File: src/rtl/fifo_rd_stream.sv
// FIFO read-side drain engine: 1-cycle-latency read port into a 2-entry skid buffer, framed into bursts.
// Optional macro FIFO_RD_STREAM_PARITY_EN adds an even-parity bit on read data and an O_PAR_ERR output.
module fifo_rd_stream #(
  parameter int DW        = 32,
  parameter int BURST_LEN = 4,
  localparam int BW       = (BURST_LEN > 1) ? $clog2(BURST_LEN) : 1
) (
  input  logic          I_CLK,
  input  logic          I_RST_N,
  input  logic          I_EN,
  input  logic          I_RD_EMPTY,
  output logic          O_RD_REQ,
`ifdef FIFO_RD_STREAM_PARITY_EN
  input  logic [DW:0]   I_RD_DATA,
`else
  input  logic [DW-1:0] I_RD_DATA,
`endif
  output logic          O_VALID,
  input  logic          I_READY,
  output logic [DW-1:0] O_DATA,
  output logic          O_LAST,
  output logic [BW-1:0] O_BEAT_CNT,
  output logic          O_IDLE
`ifdef FIFO_RD_STREAM_PARITY_EN
  ,
  output logic          O_PAR_ERR
`endif
);

`ifdef FIFO_RD_STREAM_PARITY_EN
  localparam int EW = DW + 1;

  function automatic logic par_err(input logic [DW:0] word);
    return ^word;
  endfunction
`else
  localparam int EW = DW;
`endif

  localparam logic [BW-1:0] LAST_BEAT = BW'(BURST_LEN - 1);

  logic [EW-1:0]       buf_q [2];
  logic                rd_ptr;
  logic                wr_ptr;
  logic [1:0]          cnt;
  logic [BW-1:0]       beat_cnt;
  logic                pop;
  logic signed [2:0]   credit_p0;
  logic                rd_acc_p0;
  logic                rd_vld_p1;
  logic [EW-1:0]       wr_word_p1;
  logic [EW-1:0]       head;

  // ---- p0: request issue; credit counts free slots not yet promised to an in-flight read
  always_comb begin
    pop       = O_VALID && I_READY;
    credit_p0 = 3'sd2 - $signed({1'b0, cnt}) - $signed({2'b00, rd_vld_p1})
                + $signed({2'b00, pop});
    O_RD_REQ  = I_RST_N && I_EN && !I_RD_EMPTY && (credit_p0 > 3'sd0);
    rd_acc_p0 = O_RD_REQ && !I_RD_EMPTY;
  end

  // ---- p1: read data arrives and is appended to the skid buffer
  always_comb begin
`ifdef FIFO_RD_STREAM_PARITY_EN
    wr_word_p1 = {par_err(I_RD_DATA), I_RD_DATA[DW-1:0]};
`else
    wr_word_p1 = I_RD_DATA;
`endif
  end

  always_ff @(posedge I_CLK or negedge I_RST_N) begin
    if (!I_RST_N) begin
      rd_vld_p1 <= 1'b0;
      cnt       <= 2'd0;
      rd_ptr    <= 1'b0;
      wr_ptr    <= 1'b0;
      beat_cnt  <= '0;
    end else begin
      rd_vld_p1 <= rd_acc_p0;
      cnt       <= cnt + {1'b0, rd_vld_p1} - {1'b0, pop};
      if (rd_vld_p1)
        wr_ptr <= ~wr_ptr;
      if (pop) begin
        rd_ptr   <= ~rd_ptr;
        beat_cnt <= (beat_cnt == LAST_BEAT) ? '0 : beat_cnt + 1'b1;
      end
    end
  end

  // Storage is data only; slot contents are masked by O_VALID so they never need clearing
  always_ff @(posedge I_CLK) begin
    if (rd_vld_p1)
      buf_q[wr_ptr] <= wr_word_p1;
  end

  // ---- p2: buffer head presented on the output stream
  always_comb begin
    head       = buf_q[rd_ptr];
    O_VALID    = (cnt != 2'd0);
    O_DATA     = O_VALID ? head[DW-1:0] : '0;
    O_LAST     = O_VALID && (beat_cnt == LAST_BEAT);
    O_BEAT_CNT = beat_cnt;
    O_IDLE     = (cnt == 2'd0) && !rd_vld_p1 && I_RD_EMPTY;
  end

`ifdef FIFO_RD_STREAM_PARITY_EN
  assign O_PAR_ERR = O_VALID && head[DW];
`endif

endmodule

File: config.mk
export PLATFORM = sky130hd
export DESIGN_NAME = fifo_rd_stream
export DESIGN_NICKNAME = d
export VERILOG_FILES = /design/src/rtl/fifo_rd_stream.sv
export SDC_FILE = /design/constraint.sdc
export NUM_CORES = 1
export LEC_CHECK = 0
export CAP_MARGIN = 30
export CORE_MARGIN = 1.5
export CORE_UTILIZATION = 45
export DETAILED_ROUTE_END_ITERATION = 8
export GPL_ROUTABILITY_DRIVEN = 1
export MAX_ROUTING_LAYER = met4
export PLACE_DENSITY_LB_ADDON = 0.05
export SYNTH_ARGS = -nofsm -noshare
export SYNTH_HDL_FRONTEND = slang
export SYNTH_SLANG_ARGS = --single-unit
File: constraint.sdc
create_clock -name I_CLK -period 2.95 [get_ports I_CLK]
set_input_delay 0.4425 -clock I_CLK [delete_from_list [all_inputs] [get_ports I_CLK]]
set_output_delay 0.4425 -clock I_CLK [all_outputs]
set_load 0.05 [all_outputs]
# Yosys cells after proc, flatten, opt, wreduce, memory -nomap -nowiden
# Memory sizes are Yosys's and may differ from the RTL's.
# Index checks and enable logic that the tools add are counted.
dict set report classes {
  add_sub_neg 6
  n_lt_le_gt_ge 1
  n_eq_ne 1
  n_mux 4
  n_bitwise 2
  reduce_logical 12
}
# cell n
set ops {}
lappend ops {{$mux W32} 1}
lappend ops {{$logic_and A1 B1 Y1} 8}
lappend ops {{$add A3 B2 Y3} 1}
lappend ops {{$gt A3 B1 Y1 const B} 1}
lappend ops {{$sub A2 B2 Y3 const A} 1}
lappend ops {{$sub A3 B2 Y3} 1}
lappend ops {{$add A2 B1 Y2} 1}
lappend ops {{$add A2 B1 Y2 const B} 1}
lappend ops {{$eq A2 B2 Y1 const B} 1}
lappend ops {{$logic_not A1 Y1} 2}
lappend ops {{$logic_not A2 Y1} 1}
lappend ops {{$mux W1} 2}
lappend ops {{$mux W2} 1}
lappend ops {{$not A1 Y1} 2}
lappend ops {{$reduce_bool A2 Y1} 1}
lappend ops {{$sub A2 B1 Y2} 1}
dict set report totals {
  ff_bits 7
  mem_bits_rw 64
  word_cells 32
  n_memories 1
}
# name words word_bits read_ports rd_clocked_by_memory_dff write_ports line
set memory_table {}
lappend memory_table {buf_q 2 32 1 0 1 42} ;# logic [EW-1:0] buf_q [2];

# Logic depth before layout (Yosys ltp)
# Gate-level depths: netlist of run 1.
dict set report depth {
  ltp_word 6
  ltp_mapped 7
  ltp_nobuf 7
}

# Worst setup path before layout of run 1
# No wires, ideal clock.
dict set report synth_path {
  path_type {register to output}
  from {register cnt[0]}
  to {output port O_RD_REQ}
  arrival_ns 3.659
  t_required_ns 2.508
  setup_slack_ns -1.152
  stages_incl_launch_ff 5
  n_path_buf 0
  cell_sequence {dfrtp_1 -> o21ai_4 -> fa_1 -> ha_1 -> a2111oi_0}
}
dict set report synth_via {
  elab_chain_cells 5
  word_cells_on_any_way 7
  cone_classes {add/sub: 3; order compare: 1; reduce/logical: 3}
}
# element line
set synth_lines {}
lappend synth_lines {{from (decl)} 45} ;# logic [1:0] cnt;
lappend synth_lines {{from (signal assigned)} 81} ;# cnt <= cnt + {1'b0, rd_vld_p1} - {1'b0, pop};
lappend synth_lines {{$sub A2 B2 Y3 or $reduce_bool A2 Y1 (tied branches)} {57, 100}}
lappend synth_lines {{$sub A3 B2 Y3 or $logic_and A1 B1 Y1 (tied branches)} {57, 56}}
lappend synth_lines {{$add A3 B2 Y3 *} 58} ;# + $signed({2'b00, pop});
lappend synth_lines {{$gt A3 B1 Y1 *} 59} ;# O_RD_REQ = I_RST_N && I_EN && !I_RD_EMPTY && (credit_p0 > 3'sd0);
lappend synth_lines {{$logic_and A1 B1 Y1 *} 59}
lappend synth_lines {{to (decl)} 12} ;# output logic O_RD_REQ,
# Mark *: on every way between the ends. The rest lies on a longest branch, timed or not.

# Worst setup path in the final report of run 1
dict set report layout_path {
  from {input port I_READY}
  to {output port O_RD_REQ}
}
dict set report layout_via {
  elab_chain_cells 4
}
# element line
set layout_lines {}
lappend layout_lines {{from (decl)} 19} ;# input logic I_READY,
lappend layout_lines {{$logic_and A1 B1 Y1} 56} ;# pop = O_VALID && I_READY;
lappend layout_lines {{$add A3 B2 Y3} 58}
lappend layout_lines {{$gt A3 B1 Y1} 59}
lappend layout_lines {{$logic_and A1 B1 Y1} 59}
# Every way passes these cells.

==> results of run 1 <==
-- registers in the layout, summed over array words and instances, names as in the netlist --
register,flops
rd_vld_p1,1
buf_q,64
cnt,2
wr_ptr,1
rd_ptr,1
O_BEAT_CNT,2
-- through the flow --
stage / util / cell area (µm²) / worst slack [ns] / hold slack, ns
final: 0.623 / 3730 / 0.0989 / 0.382
after global routing: 0.623 / 3730 / 0.0380 / 0.399
after CTS: 0.623 / 3730 / 0.0837 / 0.378
after detailed placement: 0.595 / 3560 / 0.0892 / 0.521
after global placement: 0.595 / 3560 / 0.138 / 0.505
after floorplan: - / 2820 / 0.212 / 0.147
-- final cells by class --
| cell class | count | area (µm²) |
|---|---|---|
| repair buffers | 77 | 698 |
| well taps | 75 | 93.8 |
| multi-input cells | 85 | 653 |
| clock inverters | 7 | 48.8 |
| clock buffers | 9 | 124 |
| inverters | 5 | 18.8 |
| fillers | 456 | 2260 |
| flip-flops and latches | 71 | 2100 |
-- critical path, stage by stage --
cell and delay [ns]:
clkdlybuf4s50_1 0.51, o21ai_4 0.10, fa_1 0.41, ha_1 0.31, a2111oi_2 0.44, buf_12 0.20
-- how the worst max path moves through the flow --
stage / startpoint / slack (ns) / endpoint
final: I_READY / 0.1 / O_RD_REQ
after global routing: I_READY / 0.04 / O_RD_REQ
after CTS: I_READY / 0.08 / O_RD_REQ
after detailed placement: I_READY / 0.09 / O_RD_REQ
after global placement: I_READY / 0.14 / O_RD_REQ
after floorplan: cnt[1]$_DFF_PN0_ / 0.21 / O_RD_REQ
-- synthesized netlist by cell type (all sizes together) --
cell      n  area, µm²
xor2      1       8.76
dfrtp     7        175
ha        4       50.1
mux2i    32        320
edfxtp   64       1920
nor2     35        134
xnor2     3       26.3
mux2      2       22.5
o21ai     1       16.3
buf       7       63.8
and3      1       6.26
inv       5       18.8
and2      2       12.5
nand2     1       3.75
fa        1       20.0
a2111oi   2       17.5
-- power by group --
group          internal, W  leakage, nW  switching (W)
Combinational     0.000680        0.713        0.00144
Clock             0.000304       0.0776       0.000358
Sequential         0.00123        0.662      0.0000712
Total              0.00222         1.45        0.00187
-- logic make-up after synthesis --
logic type      share of synthesized area
buf+inv                            0.0293
compound gates                     0.0120
fa+ha+maj                          0.0249
flops                               0.744
mux                                 0.122
xor+xnor                           0.0124
simple gates                       0.0555
-- per-layer routing --
metal  vias to the layer above  global-route usage  wire length, µm
met1                       747               0.165             1900
li1                        771                   -                -
met2                        46               0.276             2600
met4                         0              0.0763               49
met3                         6              0.0451              290
met5                         -                   -                0
==> flow_metrics.tcl, run 1 <==
set metrics [dict create \
    worstMarginPinSlew_ns 0.939 \
    synth_seq_area_share 0.744 \
    ys_warn_count 0 \
    stdcell_count 329 \
    maxCapViolations 0 \
    r2r_cells 4 \
    cts_setup_buffers 0 \
    drc_errors 0 \
    cts.sinks 71 \
    dp_hpwl_mm 3.25 \
    cts_tree "done" \
    rsz0062_at_grt "no" \
    timing.rr.start "cnt[0]$_DFF_PN0_" \
    critPathLaunchType "input port" \
    status "completed" \
    ir_drop_mv 0.777 \
    cts-htree-levels 3 \
    ff2ff_setup_slack_ns 1.07 \
    crit_type "in2out" \
    wl_per_cell_um 14.7 \
    clock.fmax_mhz 351 \
    port_buffers 74 \
    ant_nets 0 \
    crit-reg2reg-capture "rd_vld_p1$_DFF_PN0_" \
    grt_max_degree 34 \
    holdBufCountCts 0 \
    grt-ovfl-total 0 \
    dp.cells 313 \
    cts-root-buf "clkbuf_8" \
    final_cell_mix "edfxtp_1 (64), clkdlybuf4s50_1 (38), buf_4 (37)" \
    synth_area_um2 2820 \
    slew_viol_final 0 \
    period_needed_ns 2.85 \
    synth_nets 210 \
    drtIter0Drc 51 \
    setup_violations 0 \
    fin_crit_sh 0.966 \
    routed_wirelength_mm 4.84 \
    post_cts_resized 0 \
    grt_pass1_wl_mm 7.31 \
    dr.pass1.iters 4 \
    clk_pin_slew_ns 0.08 \
    relSlewSlack 0.372 \
    place_congestion 0.792 \
    tns_ns 0 \
    hold_path.class "in2async" \
    antenna_found_initial 0 \
    layout-drive-gt1-share 0.240 \
    crit_required_ns 2.51 \
    syn_inst 168 \
    grt_use_total 0.159 \
    vias_per_cell 4.77 \
    synth.ff_latch_count 71 \
    cp_max_fo 5 \
    synth_cell_type_count 18 \
    cellLeakagePower_nw 1.45 \
    boundaryPins 75 \
    diodes 0 \
    dieHeight_um 82.1 \
    die_x_um 82.1 \
    initial_core_util 0.470 \
    nets 291 \
    power_density_nw_per_um2 1090 \
    worstSetupEndpointType "output port" \
    cp_data_arrival_time_ns 2.41 \
    vias 1570 \
    syn_avg_cell_area_um2 16.8 \
    total_power_w 0.00408 \
    grt_pass1_vias 1645 \
    cts_buffer_depth 2 \
    finClkSkew_ns 0.00963 \
    final_common_cell "edfxtp_1" \
    core_area_um2 5990 \
    finalHoldViolations 0 \
    tritoncts.num_buffers 9 \
    die-area_um2 6750 \
    rows 28 \
    syn2layout_area_growth_pct 32.5 \
    worstSkewPairLatency_ns 0.33 \
]
No activity file was read; power rests on OpenSTA's default activity.
==> run 2: changes to the inputs <==
--- a/config.mk
+++ b/config.mk
@@ -11,7 +11,7 @@
 export DETAILED_ROUTE_END_ITERATION = 8
 export GPL_ROUTABILITY_DRIVEN = 1
 export MAX_ROUTING_LAYER = met4
-export PLACE_DENSITY_LB_ADDON = 0.05
+export PLACE_DENSITY_LB_ADDON = 0.08
 export SYNTH_ARGS = -nofsm -noshare
 export SYNTH_HDL_FRONTEND = slang
 export SYNTH_SLANG_ARGS = --single-unit
==> flow_metrics.tcl, run 2 (synthesis gave the netlist of run 1 again) <==
set metrics [dict create \
    boundaryPins 75 \
    critPathBufInv 2 \
    rsz0062_at_grt "no" \
    initial_core_util 0.470 \
    syn2layout_area_growth_pct 32.5 \
    tritoncts.num_buffers 9 \
    crit_type "in2out" \
    rows 28 \
    largest_register "buf_q" \
    slew_viol_final 0 \
    cts-root-buf "clkbuf_8" \
    worstSetupEndpointType "output port" \
    crit_required_ns 2.51 \
    nets 293 \
    path_cells "clkdlybuf4s50_1, o21ai_4, fa_1, ha_1, a2111oi_2, buf_12" \
    worstMarginPinSlew_ns 0.794 \
    grt_pass1_wl_mm 7.00 \
    finClkSkew_ns 0.00534 \
    grt_pass1_vias 1535 \
    die_x_um 82.1 \
    cp_data_arrival_time_ns 2.41 \
    worstSkewPairLatency_ns 0.33 \
    setup_ws_ns 0.0931 \
    cellLeakagePower_nw 1.46 \
    ir_drop_mv 0.615 \
    crit_slowest_cell "clkdlybuf4s50_1" \
    finalHoldViolations 0 \
    port_buffers 74 \
    die-area_um2 6750 \
    holdBufCountCts 0 \
    clk_pin_slew_ns 0.06 \
    grt_use_total 0.154 \
    cts_setup_buffers 0 \
    final_cell_mix "edfxtp_1 (64), clkdlybuf4s50_1 (38), buf_4 (38)" \
    core_area_um2 5990 \
    clock.fmax_mhz 350 \
    critPathLaunchType "input port" \
    cts-htree-levels 3 \
    final_common_cell "edfxtp_1" \
    grt-ovfl-total 0 \
    setup_violations 0 \
    vias_per_cell 4.73 \
    dieHeight_um 82.1 \
    routed_wirelength_mm 4.63 \
    place_congestion 0.757 \
    path_delay_family "buffers and inverters" \
    wl_per_cell_um 14.1 \
    cts.sinks 71 \
    total_power_w 0.00404 \
    max_stage_delay_ns 0.51 \
    status "completed" \
    diodes 0 \
    vias 1556 \
    tns_ns 0 \
    drtIter0Drc 41 \
    power_density_nw_per_um2 1080 \
    antenna_found_initial 0 \
    largest_reg_flops 64 \
    grt_max_degree 33 \
    cts_buffer_depth 2 \
    dr.pass1.iters 4 \
    hold_path.class "in2async" \
    cp_max_fo 5 \
    place_ws_ns 0.0736 \
    fin_crit_sh 0.968 \
    dp_hpwl_mm 3.13 \
    cts_tree "done" \
    maxCapViolations 0 \
    relSlewSlack 0.471 \
    post_cts_resized 0 \
    ant_nets 0 \
    drc_errors 0 \
    period_needed_ns 2.86 \
    layout-drive-gt1-share 0.220 \
]
[run 2: metal layers]
layer  vias to the layer above  share of wire  global-route usage
met4                         0          0.021              0.0966
met5                         -              0                   -
met3                         8          0.048              0.0396
li1                        771              -                   -
met1                       730           0.41               0.175
met2                        47           0.52               0.244
[run 2: path summary, 6_finish.rpt]
kind	from	endpoint	slack (ns)	cells after the start
max in group asynchronous	I_RST_N	rd_ptr$_DFFE_PN0P_	2.40	2
min in group I_CLK	O_BEAT_CNT[1]$_DFFE_PN0P_	O_BEAT_CNT[1]$_DFFE_PN0P_	0.54	1
worst max register to register	cnt[1]$_DFF_PN0_	rd_vld_p1$_DFF_PN0_	1.11	4
worst min-delay path	I_RST_N	wr_ptr$_DFFE_PN0P_	0.42	2
worst max-delay path	I_READY	O_RD_REQ	0.09	6
worst min register to register	O_BEAT_CNT[1]$_DFFE_PN0P_	O_BEAT_CNT[1]$_DFFE_PN0P_	0.54	1
[run 2: final cells by class]
type | instances | area, µm²
Clock buffer | 10 | 128
Clock inverter | 4 | 15.0
Fill cell | 480 | 2260
Inverter | 5 | 18.8
Multi-Input combinational cell | 85 | 653
Sequential cell | 71 | 2100
Tap cell | 75 | 93.8
Timing Repair Buffer | 79 | 726
[run 2: power by group]
group | total [W] | internal, W | switching, W
sequential | 0.00135 | 0.00123 | 0.000114
clock | 0.000593 | 0.000284 | 0.000309
combinational | 0.00210 | 0.000699 | 0.00140
total | 0.00404 | 0.00221 | 0.00183
[run 2: through the flow]
stage	instance area [µm²]	util	hold WS, ns	cells
CTS	3730	0.623	0.417	329
floorplan	2820	-	0.147	168
detailed placement	3590	0.599	0.528	315
global placement	3590	0.599	0.512	315
global route	3730	0.623	0.432	329
finish	3730	0.623	0.418	329
==> run 3: changes to the inputs <==
--- a/config.mk
+++ b/config.mk
@@ -6,8 +6,9 @@
 export NUM_CORES = 1
 export LEC_CHECK = 0
 export CAP_MARGIN = 30
-export CORE_MARGIN = 1.5
+export CORE_MARGIN = 2
 export CORE_UTILIZATION = 45
+export CTS_CLUSTER_DIAMETER = 200
 export DETAILED_ROUTE_END_ITERATION = 8
 export GPL_ROUTABILITY_DRIVEN = 1
 export MAX_ROUTING_LAYER = met4
==> flow_metrics.tcl, run 3 (synthesis gave the netlist of run 1 again) <==
set metrics [dict create \
    setup_violations 0 \
    tritoncts.num_buffers 9 \
    vias_per_cell 4.81 \
    antenna_found_initial 0 \
    dp_hpwl_mm 3.01 \
    grt_pass1_vias 1585 \
    core_area_um2 5990 \
    grt_pass1_wl_mm 7.49 \
    grt-ovfl-total 0 \
    period_needed_ns 2.82 \
    post_cts_resized 0 \
    crit_type "in2out" \
    cts-htree-levels 3 \
    cts-root-buf "clkbuf_8" \
    rows 28 \
    slew_viol_final 0 \
    hold_path.class "in2async" \
    ir_drop_mv 0.583 \
    nets 293 \
    max_stage_delay_ns 0.50 \
    largest_reg_flops 64 \
    grt_use_total 0.147 \
    cp_data_arrival_time_ns 2.37 \
    maxCapViolations 0 \
    final_cell_mix "edfxtp_1 (64), buf_4 (39), clkdlybuf4s50_1 (38)" \
    vias 1592 \
    relSlewSlack 0.462 \
    boundaryPins 75 \
    crit_required_ns 2.51 \
    rsz0062_at_grt "no" \
    dr.pass1.iters 4 \
    dp.cells 315 \
    drtIter0Drc 59 \
    ant_nets 0 \
    grt_max_degree 34 \
    initial_core_util 0.470 \
    path_cells "clkdlybuf4s50_1, o21ai_4, fa_1, ha_1, a2111oi_2, buf_12" \
    dieHeight_um 83.1 \
    worstSetupEndpointType "output port" \
    port_buffers 74 \
    drc_errors 0 \
    die_x_um 83.1 \
    status "completed" \
    clk_pin_slew_ns 0.07 \
    syn2layout_area_growth_pct 32.4 \
    cts_setup_buffers 0 \
    final_common_cell "edfxtp_1" \
    tns_ns 0 \
    place_congestion 0.734 \
    cp_max_fo 5 \
    layout-drive-gt1-share 0.227 \
    cts_tree "done" \
    stdcell_count 331 \
    diodes 0 \
    worstMarginPinSlew_ns 0.807 \
    routed_wirelength_mm 4.74 \
    holdBufCountCts 0 \
    power_density_nw_per_um2 1090 \
    cts.sinks 71 \
    cellLeakagePower_nw 1.46 \
    finalHoldViolations 0 \
    wl_per_cell_um 14.3 \
    cts_buffer_depth 2 \
    worstSkewPairLatency_ns 0.33 \
    clock.fmax_mhz 355 \
    crit_slowest_cell "clkdlybuf4s50_1" \
    fin_crit_sh 0.955 \
    critPathLaunchType "input port" \
    largest_register "buf_q" \
    die-area_um2 6910 \
    finClkSkew_ns 0.00631 \
]
==> run 3: cell types whose count changed in the layout (fill, tap and decap cells not counted), sizes merged <==
cell / before / now
clkbuf: 10 / 14
clkinv: 4 / 2
==> run 3: final cells by class <==
type | count | area (µm²)
flip-flops and latches | 71 | 2100
multi-input cells | 85 | 653
repair buffers | 79 | 713
clock inverters | 2 | 10.0
inverters | 5 | 18.8
well taps | 75 | 93.8
clock buffers | 14 | 143
fillers | 483 | 2260
==> run 3: critical path: cells and delay by family <==
kind | cells | cell delay [ns]
buffers and inverters | 2 | 0.69
AOI/OAI and AO/OA | 2 | 0.52
adders and majority gates | 2 | 0.71
==> run 3: stage by stage <==
stage	setup WS, ns	cell area (µm²)	power, W	hold WS [ns]	utilization
6_report	0.133	3730	0.00406	0.430	0.623
5_1_grt	0.0534	3730	0.00425	0.423	0.623
4_1_cts	0.115	3730	0.00410	0.414	0.623
3_5_place_dp	0.118	3580	0.00347	0.520	0.597
3_3_place_gp	0.121	3580	0.00346	0.516	0.597
2_1_floorplan	0.212	2820	0.00289	0.147	-
==> run 3: routing by layer <==
metal / vias to the layer above / track usage / wire [µm]
li1: 776 / - / -
met4: 0 / 0.0760 / 68
met3: 6 / 0.0338 / 206
met1: 759 / 0.176 / 2130
met5: - / - / 0
met2: 51 / 0.235 / 2330
==> run 3: worst paths after layout <==
path	cells after the start	end	slack, ns	from
max	6	O_RD_REQ	0.13	I_READY
min	2	cnt[1]$_DFF_PN0_	0.43	I_RST_N
max reg2reg	4	rd_vld_p1$_DFF_PN0_	1.14	cnt[0]$_DFF_PN0_
min reg2reg	1	O_BEAT_CNT[1]$_DFFE_PN0P_	0.53	O_BEAT_CNT[1]$_DFFE_PN0P_
max in group asynchronous	2	rd_ptr$_DFFE_PN0P_	2.39	I_RST_N
min in group I_CLK	1	O_BEAT_CNT[1]$_DFFE_PN0P_	0.53	O_BEAT_CNT[1]$_DFFE_PN0P_
==> run 3: where the power goes <==
part / switching (W) / total, W / internal, W
Clock: 0.000324 / 0.000629 / 0.000305
Sequential: 0.000144 / 0.00138 / 0.00123
Combinational: 0.00137 / 0.00205 / 0.000681
